[src/rtl/tdc_pulse_gen_if.sv]
`default_nettype none
// ============================================================================
//  Module      : tdc_pulse_gen_if
//  Description : Control/status bundle of the TDC START pulse generator.
//                master : the controller that requests pulses and watches
//                         status.
//                slave  : the pulse generator itself.
//  Signals     : go, abort, width_coarse, width_fine, gap, burst_len  (to gen)
//                pulse_out, arm_out, fine_sel, busy, done, pulses_sent (from)
//  Revision    : 1.0 - initial release
// ============================================================================
interface tdc_pulse_gen_if #(
    parameter int COARSE_W = 29,
    parameter int FINE_W   = 5,
    parameter int GAP_W    = 16,
    parameter int CNT_W    = 8
);
    logic                go;
    logic                abort;
    logic [COARSE_W-1:0] width_coarse;
    logic [FINE_W-1:0]   width_fine;
    logic [GAP_W-1:0]    gap;
    logic [CNT_W-1:0]    burst_len;
    logic                pulse_out;
    logic                arm_out;
    logic [FINE_W-1:0]   fine_sel;
    logic                busy;
    logic                done;
    logic [CNT_W-1:0]    pulses_sent;

    modport master (
        output go, abort, width_coarse, width_fine, gap, burst_len,
        input  pulse_out, arm_out, fine_sel, busy, done, pulses_sent
    );

    modport slave (
        input  go, abort, width_coarse, width_fine, gap, burst_len,
        output pulse_out, arm_out, fine_sel, busy, done, pulses_sent
    );
endinterface
`default_nettype wire

[src/rtl/tdc_pulse_gen.sv]
`default_nettype none
// ============================================================================
//  Module      : tdc_pulse_gen
//  Description : Programmable START pulse generator for the TDC self-test
//                path. Emits a one-cycle arm strobe, then a pulse of W
//                cycles, repeated N times with G low cycles in between.
//                A fine delay-tap code is latched on go and held.
//  Ports       : clk  - 200 MHz clock
//                rst  - synchronous active-high reset
//                bus  - tdc_pulse_gen_if.slave (request inputs, status outputs)
//  Revision    : 1.0 - initial release
// ============================================================================
module tdc_pulse_gen #(
    parameter int COARSE_W = 29,
    parameter int FINE_W   = 5,
    parameter int GAP_W    = 16,
    parameter int CNT_W    = 8
) (
    input  wire logic           clk,
    input  wire logic           rst,
    tdc_pulse_gen_if.slave      bus
);

    // One down-counter serves both the high and the gap phase, so it must
    // hold the wider of the two fields.
    localparam int c_CTR_W = (COARSE_W > GAP_W) ? COARSE_W : GAP_W;

    localparam logic [1:0] S_IDLE = 2'd0;
    localparam logic [1:0] S_ARM  = 2'd1;
    localparam logic [1:0] S_HIGH = 2'd2;
    localparam logic [1:0] S_GAP  = 2'd3;

    logic [1:0]          r_state;
    logic [c_CTR_W-1:0]  r_cnt;
    logic [COARSE_W-1:0] r_w;
    logic [GAP_W-1:0]    r_g;
    logic [CNT_W-1:0]    r_n;
    logic [CNT_W-1:0]    r_pulses_sent;
    logic [FINE_W-1:0]   r_fine_sel;
    logic                r_pulse_out;
    logic                r_arm_out;
    logic                r_busy;
    logic                r_done;

    logic [COARSE_W-1:0] w_w_clamped;
    logic [GAP_W-1:0]    w_g_clamped;
    logic [CNT_W-1:0]    w_n_clamped;
    logic [CNT_W-1:0]    w_sent_next;

    // Minimum gap of 4 cycles gives the TDC time to finish and re-arm.
    assign w_w_clamped = (bus.width_coarse == '0) ? COARSE_W'(1) : bus.width_coarse;
    assign w_g_clamped = (bus.gap < GAP_W'(4))    ? GAP_W'(4)    : bus.gap;
    assign w_n_clamped = (bus.burst_len == '0)    ? CNT_W'(1)    : bus.burst_len;

    // pulses_sent is always below N while a pulse is in flight, so this
    // increment cannot overflow and the count naturally stops at N.
    assign w_sent_next = r_pulses_sent + CNT_W'(1);

    always_ff @(posedge clk) begin
        if (rst) begin
            r_state       <= S_IDLE;
            r_cnt         <= '0;
            r_w           <= '0;
            r_g           <= '0;
            r_n           <= '0;
            r_pulses_sent <= '0;
            r_fine_sel    <= '0;
            r_pulse_out   <= 1'b0;
            r_arm_out     <= 1'b0;
            r_busy        <= 1'b0;
            r_done        <= 1'b0;
        end else begin
            r_done <= 1'b0;
            if ((r_state != S_IDLE) && bus.abort) begin
                // A pulse cut short here is not counted; done stays low.
                r_state     <= S_IDLE;
                r_pulse_out <= 1'b0;
                r_arm_out   <= 1'b0;
                r_busy      <= 1'b0;
            end else begin
                case (r_state)
                    S_IDLE: begin
                        if (bus.go && !bus.abort) begin
                            r_w           <= w_w_clamped;
                            r_g           <= w_g_clamped;
                            r_n           <= w_n_clamped;
                            r_fine_sel    <= bus.width_fine;
                            r_pulses_sent <= '0;
                            r_busy        <= 1'b1;
                            r_arm_out     <= 1'b1;
                            r_state       <= S_ARM;
                        end
                    end
                    S_ARM: begin
                        r_arm_out   <= 1'b0;
                        r_pulse_out <= 1'b1;
                        r_cnt       <= c_CTR_W'(r_w);
                        r_state     <= S_HIGH;
                    end
                    S_HIGH: begin
                        // Counter was loaded with W at the rising edge, so
                        // seeing 1 here means W high cycles have elapsed.
                        if (r_cnt == c_CTR_W'(1)) begin
                            r_pulse_out   <= 1'b0;
                            r_pulses_sent <= w_sent_next;
                            if (w_sent_next == r_n) begin
                                r_done  <= 1'b1;
                                r_busy  <= 1'b0;
                                r_state <= S_IDLE;
                            end else begin
                                r_cnt   <= c_CTR_W'(r_g);
                                r_state <= S_GAP;
                            end
                        end else begin
                            r_cnt <= r_cnt - c_CTR_W'(1);
                        end
                    end
                    S_GAP: begin
                        if (r_cnt == c_CTR_W'(1)) begin
                            r_arm_out <= 1'b1;
                            r_state   <= S_ARM;
                        end else begin
                            r_cnt <= r_cnt - c_CTR_W'(1);
                        end
                    end
                    default: begin
                        r_state <= S_IDLE;
                    end
                endcase
            end
        end
    end

    assign bus.pulse_out   = r_pulse_out;
    assign bus.arm_out     = r_arm_out;
    assign bus.fine_sel    = r_fine_sel;
    assign bus.busy        = r_busy;
    assign bus.done        = r_done;
    assign bus.pulses_sent = r_pulses_sent;

endmodule
`default_nettype wire

[src/flat_wrapper.sv]
// flat-port wrapper written by rule: the top's interface ports become plain ports
module tdc_pulse_gen_flat 
#(
    parameter int COARSE_W = 29,
    parameter int FINE_W   = 5,
    parameter int GAP_W    = 16,
    parameter int CNT_W    = 8
)
  (clk, rst, bus_go, bus_abort, bus_width_coarse, bus_width_fine, bus_gap, bus_burst_len, bus_pulse_out, bus_arm_out, bus_fine_sel, bus_busy, bus_done, bus_pulses_sent);
  tdc_pulse_gen_if #(.COARSE_W(COARSE_W), .FINE_W(FINE_W), .GAP_W(GAP_W), .CNT_W(CNT_W)) bus_i ();
  input  wire logic clk;
  input  wire logic rst;
  input wire logic [$bits(bus_i.go)-1:0] bus_go;
  input wire logic [$bits(bus_i.abort)-1:0] bus_abort;
  input wire logic [$bits(bus_i.width_coarse)-1:0] bus_width_coarse;
  input wire logic [$bits(bus_i.width_fine)-1:0] bus_width_fine;
  input wire logic [$bits(bus_i.gap)-1:0] bus_gap;
  input wire logic [$bits(bus_i.burst_len)-1:0] bus_burst_len;
  output wire logic [$bits(bus_i.pulse_out)-1:0] bus_pulse_out;
  output wire logic [$bits(bus_i.arm_out)-1:0] bus_arm_out;
  output wire logic [$bits(bus_i.fine_sel)-1:0] bus_fine_sel;
  output wire logic [$bits(bus_i.busy)-1:0] bus_busy;
  output wire logic [$bits(bus_i.done)-1:0] bus_done;
  output wire logic [$bits(bus_i.pulses_sent)-1:0] bus_pulses_sent;
  assign bus_i.go = bus_go;
  assign bus_i.abort = bus_abort;
  assign bus_i.width_coarse = bus_width_coarse;
  assign bus_i.width_fine = bus_width_fine;
  assign bus_i.gap = bus_gap;
  assign bus_i.burst_len = bus_burst_len;
  assign bus_pulse_out = bus_i.pulse_out;
  assign bus_arm_out = bus_i.arm_out;
  assign bus_fine_sel = bus_i.fine_sel;
  assign bus_busy = bus_i.busy;
  assign bus_done = bus_i.done;
  assign bus_pulses_sent = bus_i.pulses_sent;
  tdc_pulse_gen #(.COARSE_W(COARSE_W), .FINE_W(FINE_W), .GAP_W(GAP_W), .CNT_W(CNT_W)) u_core (.clk(clk), .rst(rst), .bus(bus_i));
endmodule
[config.mk]
export PLATFORM = sky130hd
export DESIGN_NAME = tdc_pulse_gen_flat
export DESIGN_NICKNAME = d
export VERILOG_FILES = /design/src/rtl/tdc_pulse_gen_if.sv /design/src/rtl/tdc_pulse_gen.sv /design/src/flat_wrapper.sv
export SDC_FILE = /design/constraint.sdc
export NUM_CORES = 1
export LEC_CHECK = 0
export CAP_MARGIN = 40
export CORE_MARGIN = 2
export CORE_UTILIZATION = 28
export DETAILED_ROUTE_END_ITERATION = 7
export MAX_ROUTING_LAYER = met4
export SYNTH_ARGS = -nofsm -noshare
export SYNTH_HDL_FRONTEND = slang
export SYNTH_SLANG_ARGS = --single-unit
[constraint.sdc]
create_clock -name clk -period 3 [get_ports clk]
set_input_delay 0.9 -clock clk [delete_from_list [all_inputs] [get_ports clk]]
set_output_delay 0.9 -clock clk [all_outputs]
set_load 0.02 [all_outputs]
==> metrics.md <==
| Metric | Value |
|---|---|
| Most numerous cell in the Yosys netlist | nand2_1 |
| WL met3 | a little over 900 um |
| First-pass DRT Iterations | 5 |
| Max stage delay on crit path | approximately 0.45 ns |
| Post-route minimum period | between 2 and 3 ns |
| Layout cell share with drive strength beyond 1 | under 10% |
| FF+latch count, synth | just over 100 |
| Crit-path slowest cell | dfxtp_1 |
| Crit path cell chain | ha_1 -> nor3b_1 -> nand4_1 -> or2_1 -> o21ai_1 -> a21o_4 -> mux2_1 |
| Post-Synthesis Cell Area | between 5000 and 6000 um^2 |
| Overflow after GRT | 0 |
| Syn Inst Count | between 600 and 700 |
| Root Buffer Master | clkbuf_16 |
| Die ar. | just over 20,000 um^2 |
| Nets | between 800 and 900 |
| DP Worst Slack | roughly 0.19 ns |
| RSZ-0062 raised after global routing | no |
| DRT antenna net count | 0 |
| EDFF count, synth | 0 |
| Final setup viols | 0 |
| Area Growth Syn to Fin | 27.2% |
| Core Util, Final | between 30% and 40% |
| Crit path kind | flop to flop |
| Vias | 5,297 |
| Max frequency | roughly 370 MHz |
| Worst EP required | roughly 3.3 ns |
| Synth area leader | dfxtp_1 |
| TritonCTS buffer count | 9 |
| Fin Clk Skew | 0.0116 ns |
| DP HPWL | around 12 mm |
| Largest net degree at the start of global routing | 96 |
| DR WL/cell | about 16 um |
| Max-cap violations | 0 |
| Clock Tree Buf Depth | 2 |
| Setup TNS | 0 ns |
| Clock slew at reported path FFs | 0.08 ns |
| Register area | 2020 um^2 |
| Slew Viols, Final | 0 |
| Static Leak | around 2.5 nW |
| # hold bufs at CTS | 0 |
| Multi-input logic area | 3180 um^2 |
| Port Buffers | 78 |
| Worst path bufs/invs | 0 |
| Core area | approximately 19,000 um^2 |
| Max VDD drop | 0.000388 V |
| Sequential area share after synthesis | 37.3% |
| Hold WS | roughly 0.46 ns |
| DR DRC count | 0 |
| Number of buffers added for setup after CTS | 0 |
| Wire length on met2 | 7.22 mm |
| Initial antenna violation count | 0 |
| Cts repair resizes | 0 |
| Final WS setup | 0.292 ns |
| Arrival time at the worst endpoint | between 2 and 3 ns |
| Synth Warn # | 0 |
| Final Power | approximately 4.5 mW |
| Outcome | completed |
| Yosys top cell area share | 37.3% |
| TritonCTS sink count | 101 |
| Worst slew margin | approximately 41% |
| H-tree levels | 3 |
| Final wirelength | about 17 mm |
| Startpoint types | flop |
| Core Rows | 50 |
| Top_reg_cell synth | dfxtp_1 |
| CP max FO | 22 |
| Commonest cells in the netlist | nand2_1, dfxtp_1, a21oi_1 |
| Tcrit/Tclk final | between 90 and 100% |
| Vias in the first global route | 5,030 |
| Worst-Margin Slew | about 0.87 ns |
| Via density | ~5.2 |
| Met1 wire length | between 8 and 9 mm |
| Die Wd | between 100 and 150 um |
| First-pass GRT wire length | about 27 mm |
| Global Route Usage Sum | roughly 17% |
| Ports | around 80 |
| Power Dens Cells | 650 nW/um^2 |
| Top layer in use | met4 |
| Die Y | around 140 um |
| Number of diodes | 0 |
| Initial core utilization | 28.8% |
| Filler cells | around 2,000 |
| Post-synthesis average cell area | ~7.9 um^2 |
| CP top delay family | compound AO/OA/AOI/OAI gates |
| CTS tree | yes |
| Synth unique cells | 70 |
| Syn_nets | roughly 760 |
| Leading post-synthesis cells by cell area | dfxtp_1, nand2_1, a21oi_1, clkbuf_1, a22oi_1 |
| Crit end category | flop |
| HP Class | flop to flop |
| Async SR Flop Fraction | 0% |
| Final hold violations | 0 |
| Worst skew pair latency | 0.36 ns |
| Iter 0 DRT Violations | between 400 and 500 |
| Gpl congestion | a little under 0.9 |
-- path summary, 6_finish.rpt --
path                         from                to  slack [ns]  depth (start not counted)
hold reg to reg     u_core.r_w[5]     u_core.r_w[5]        0.46                          2
setup reg to reg  u_core.r_cnt[0]  u_core.r_cnt[15]        0.29                          7
setup / recovery  u_core.r_cnt[0]  u_core.r_cnt[15]        0.29                          7
hold / removal      u_core.r_w[5]     u_core.r_w[5]        0.46                          2
-- layout by cell type, fill, tap and decap left out, types with 6 or more instances in the layout --
cell	count
a211oi_1	6
a21oi_1	78
a22oi_1	17
a31oi_1	9
buf_4	24
clkbuf_16	9
clkdlybuf4s50_1	77
dfxtp_1	101
ha_1	8
inv_1	12
mux2_1	9
mux2i_1	6
nand2_1	143
nand3_1	8
nand4_1	6
nor2_1	30
nor2b_1	13
nor3_1	21
nor4_1	15
o211ai_1	9
o21a_1	6
o21ai_0	25
o31ai_1	7
or4_1	6
xnor2_1	9
xor2_1	9
-- through the flow --
| step | area [um^2] | instances |
|---|---|---|
| 4_1_cts | 6900 | 1025 |
| 5_1_grt | 6900 | 1025 |
| 6_report | 6900 | 1025 |
| 3_3_place_gp | 6600 | 1009 |
| 3_5_place_dp | 6600 | 1009 |
| 2_1_floorplan | 5420 | 688 |
-- tightest hold or removal path, delay by kind of cell, from the launching register on --
family	cells	cell delay, ns
AOI/OAI and AO/OA	1	0.05
DFF	1	0.31
and+or+nand+nor	1	0.05
-- sequential cells by signal, indices dropped and copies added (netlist names), 2 cells and up --
signal	count
u_core.r_cnt	29
u_core.r_w	29
u_core.r_g	16
u_core.bus.pulses_sent	8
u_core.r_n	8
u_core.bus.fine_sel	5
u_core.r_state	2
-- logic make-up (layout without fill, tap and decap cells) --
family                     Yosys count  after routing  share of synthesized area [%]
buffers and inverters               57            134                           4.25
adders and majority gates            8              8                           1.85
and+or+nand+nor                    276            276                           24.4
AOI/OAI and AO/OA                  209            209                           25.5
xor gates and xnor gates            18             18                           2.91
DFF                                101            101                           37.3
muxes                               19             19                           3.81
-- routing by layer --
metal	vias to the layer above	GRT usage [%]
li1	2637	-
met1	2463	24.0
met2	181	25.1
met3	16	2.98
met4	0	4.85
met5	-	-
-- power by group --
part | internal [mW] | total, mW | switching (mW)
clock network | 0.599 | 1.15 | 0.556
logic | 0.698 | 1.75 | 1.05
registers | 1.47 | 1.58 | 0.110
-- layout make-up --
| class | count | share of cell area, % |
|---|---|---|
| Tap cell | 260 | 4.72 |
| Multi-Input combinational cell | 530 | 46.1 |
| Clock buffer | 10 | 3.47 |
| Inverter | 12 | 0.653 |
| Sequential cell | 101 | 29.3 |
| Timing Repair Buffer | 106 | 15.0 |
| Clock inverter | 6 | 0.762 |
Power figures use the tool's default switching activity.
==> edit: new RTL, same settings <==
`GAP_W` is set to 16 in 3 places; all go to 20.
--- a/src/rtl/tdc_pulse_gen_if.sv
+++ b/src/rtl/tdc_pulse_gen_if.sv
@@ -13,5 +13,5 @@
     parameter int COARSE_W = 29,
     parameter int FINE_W   = 5,
-    parameter int GAP_W    = 16,
+    parameter int GAP_W    = 20,
     parameter int CNT_W    = 8
 );
--- a/src/rtl/tdc_pulse_gen.sv
+++ b/src/rtl/tdc_pulse_gen.sv
@@ -14,5 +14,5 @@
     parameter int COARSE_W = 29,
     parameter int FINE_W   = 5,
-    parameter int GAP_W    = 16,
+    parameter int GAP_W    = 20,
     parameter int CNT_W    = 8
 ) (
--- a/src/flat_wrapper.sv
+++ b/src/flat_wrapper.sv
@@ -4,5 +4,5 @@
     parameter int COARSE_W = 29,
     parameter int FINE_W   = 5,
-    parameter int GAP_W    = 16,
+    parameter int GAP_W    = 20,
     parameter int CNT_W    = 8
 )
Ports: changed (resized bus_gap); port bits go from 79 to 83. No check against the original RTL was run, so the function may have changed too.
==> edit against the unedited design <==
Routed wire length grew 7.8%; sequential cell count rose by 4; global-route usage is 0.23 points higher; synthesized area increased by 2.5%; worst setup slack gained 35 ps; power fell by 15%; final area rose by 3.8%; critical endpoint is now u_core.bus.pulses_sent[2].
==> edit: results (changes against the unedited design) <==
detail_route.iter0.violations: 554  # +32%
p_leak_nw: 2.46  # +0.21%
groute.usage.overall_pct: 17.3  # +0.23 points
worstMarginPinSlew_ps: 597  # -277 ps
seq_area_frac_synth_pct: 37.8  # +0.52 points
cp_max_fo: 8  # -64%
syn_nets: 800  # +5.5%
first_global_vias: 5328  # +5.9%
status: "finished, final reports clean"
synth_area_leaders: "dfxtp_1, nand2_1, a21oi_1"
io_buffers: 82  # +5.1%
max-vdd-ir-drop_mv: 0.310  # -20%
drive_above_1_share_pct: 8.83  # +0.34 points
drt-wirelength-per-cell_microns: 16.5  # +2.3%
antenna_found_initial: 0  # unchanged
dr.pass1.iters: 5  # unchanged
top_regs: "u_core.r_cnt (29), u_core.r_w (29), u_core.r_g (20)"
layout.nets: 884  # +6.5%
hpwl_microns: 12600  # +8.9%
cp.arrival_ps: 2960  # about the same
grt_max_degree: 91  # -5.2%
synth_fa_ha_area_share_pct: 1.80  # -0.046 points
finalClockSkew_ps: 10.6  # -0.986 ps
gp_congestion: 0.891  # +2.7%
viasPerCell: 5.34  # +3.4%
async_flop_share_pct: 0  # unchanged
synth_xor_area_share_pct: 2.36  # -0.54 points
synth.distinct_cells: 63  # -10%
synth_commonest_cells: "nand2_1, dfxtp_1, a21oi_1"
synthMuxAreaShare_pct: 0.788  # -3.0 points
-- edit: cell count changes in the layout (fill, tap and decap cells not counted), moves of 5 or more --
cell / unedited run / this run
mux2i_1: 6 / 1
nor2_1: 30 / 44
mux2_1: 9 / 0
inv_1: 12 / 23
a31oi_1: 9 / 3
o32ai_1: 3 / 8
nand3_1: 8 / 21
buf_4: 24 / 35
a311oi_1: 2 / 9
or3_1: 4 / 9
nor2b_1: 13 / 2
a221oi_1: 0 / 7
-- edit: through the flow --
step / util (%) / area (sq um) / worst slack [ps] / instances / hold slack, ps
2_1_floorplan: - / 5560 / 364 / 726 / 431
3_3_place_gp: 35.3 / 6870 / 291 / 1064 / 440
3_5_place_dp: 35.3 / 6870 / 250 / 1064 / 443
4_1_cts: 36.8 / 7160 / 330 / 1080 / 453
5_1_grt: 36.8 / 7160 / 162 / 1080 / 477
6_report: 36.8 / 7160 / 327 / 1080 / 450
-- edit: cell type report --
type	instances	area (sq um)
Tap cell	265	332
Sequential cell	105	2100
Multi-Input combinational cell	549	3190
Clock inverter	4	26.3
Inverter	24	90.1
Clock buffer	12	256
Timing Repair Buffer	121	1160
Fill cell	2039	12300
-- edit: kinds of logic after synthesis --
kind of cell	count (synthesis)
flip-flops	105
AO/OA/AOI/OAI	221
adder cells (fa/ha/maj)	8
XOR/XNOR	15
multiplexers	4
buffers and inverters	72
AND/OR/NAND/NOR	301
-- edit: final timing paths --
| check | start | endpoint | slack (ps) | cells past startpoint |
|---|---|---|---|---|
| max | u_core.r_cnt[14] | u_core.bus.pulses_sent[2] | 330 | 6 |
| min | u_core.r_w[28] | u_core.r_w[28] | 450 | 2 |
| max reg2reg | u_core.r_cnt[14] | u_core.bus.pulses_sent[2] | 330 | 6 |
| min reg2reg | u_core.r_w[28] | u_core.r_w[28] | 450 | 2 |
-- edit: critical path, cell delays in order (launching register included) --
cell     delay [ps]
dfxtp_1         360
nor4_2          450
nand4_4         200
or3_1           530
or4_1           540
or3b_1          390
a21oi_1         140
-- edit: per-layer routing --
| metal | vias to the layer above | GRT usage [%] | wire (microns) |
|---|---|---|---|
| li1 | 2820 | - | - |
| met1 | 2722 | 22.6 | 8050 |
| met2 | 188 | 26.7 | 8220 |
| met3 | 41 | 2.42 | 929 |
| met4 | 0 | 7.67 | 616 |
| met5 | - | - | 0 |
-- edit: power by group --
group          leakage (nW)  internal (mW)  switching, mW
sequential            0.854           1.48         0.0778
clock                 0.139          0.609          0.533
combinational          1.47          0.471          0.656
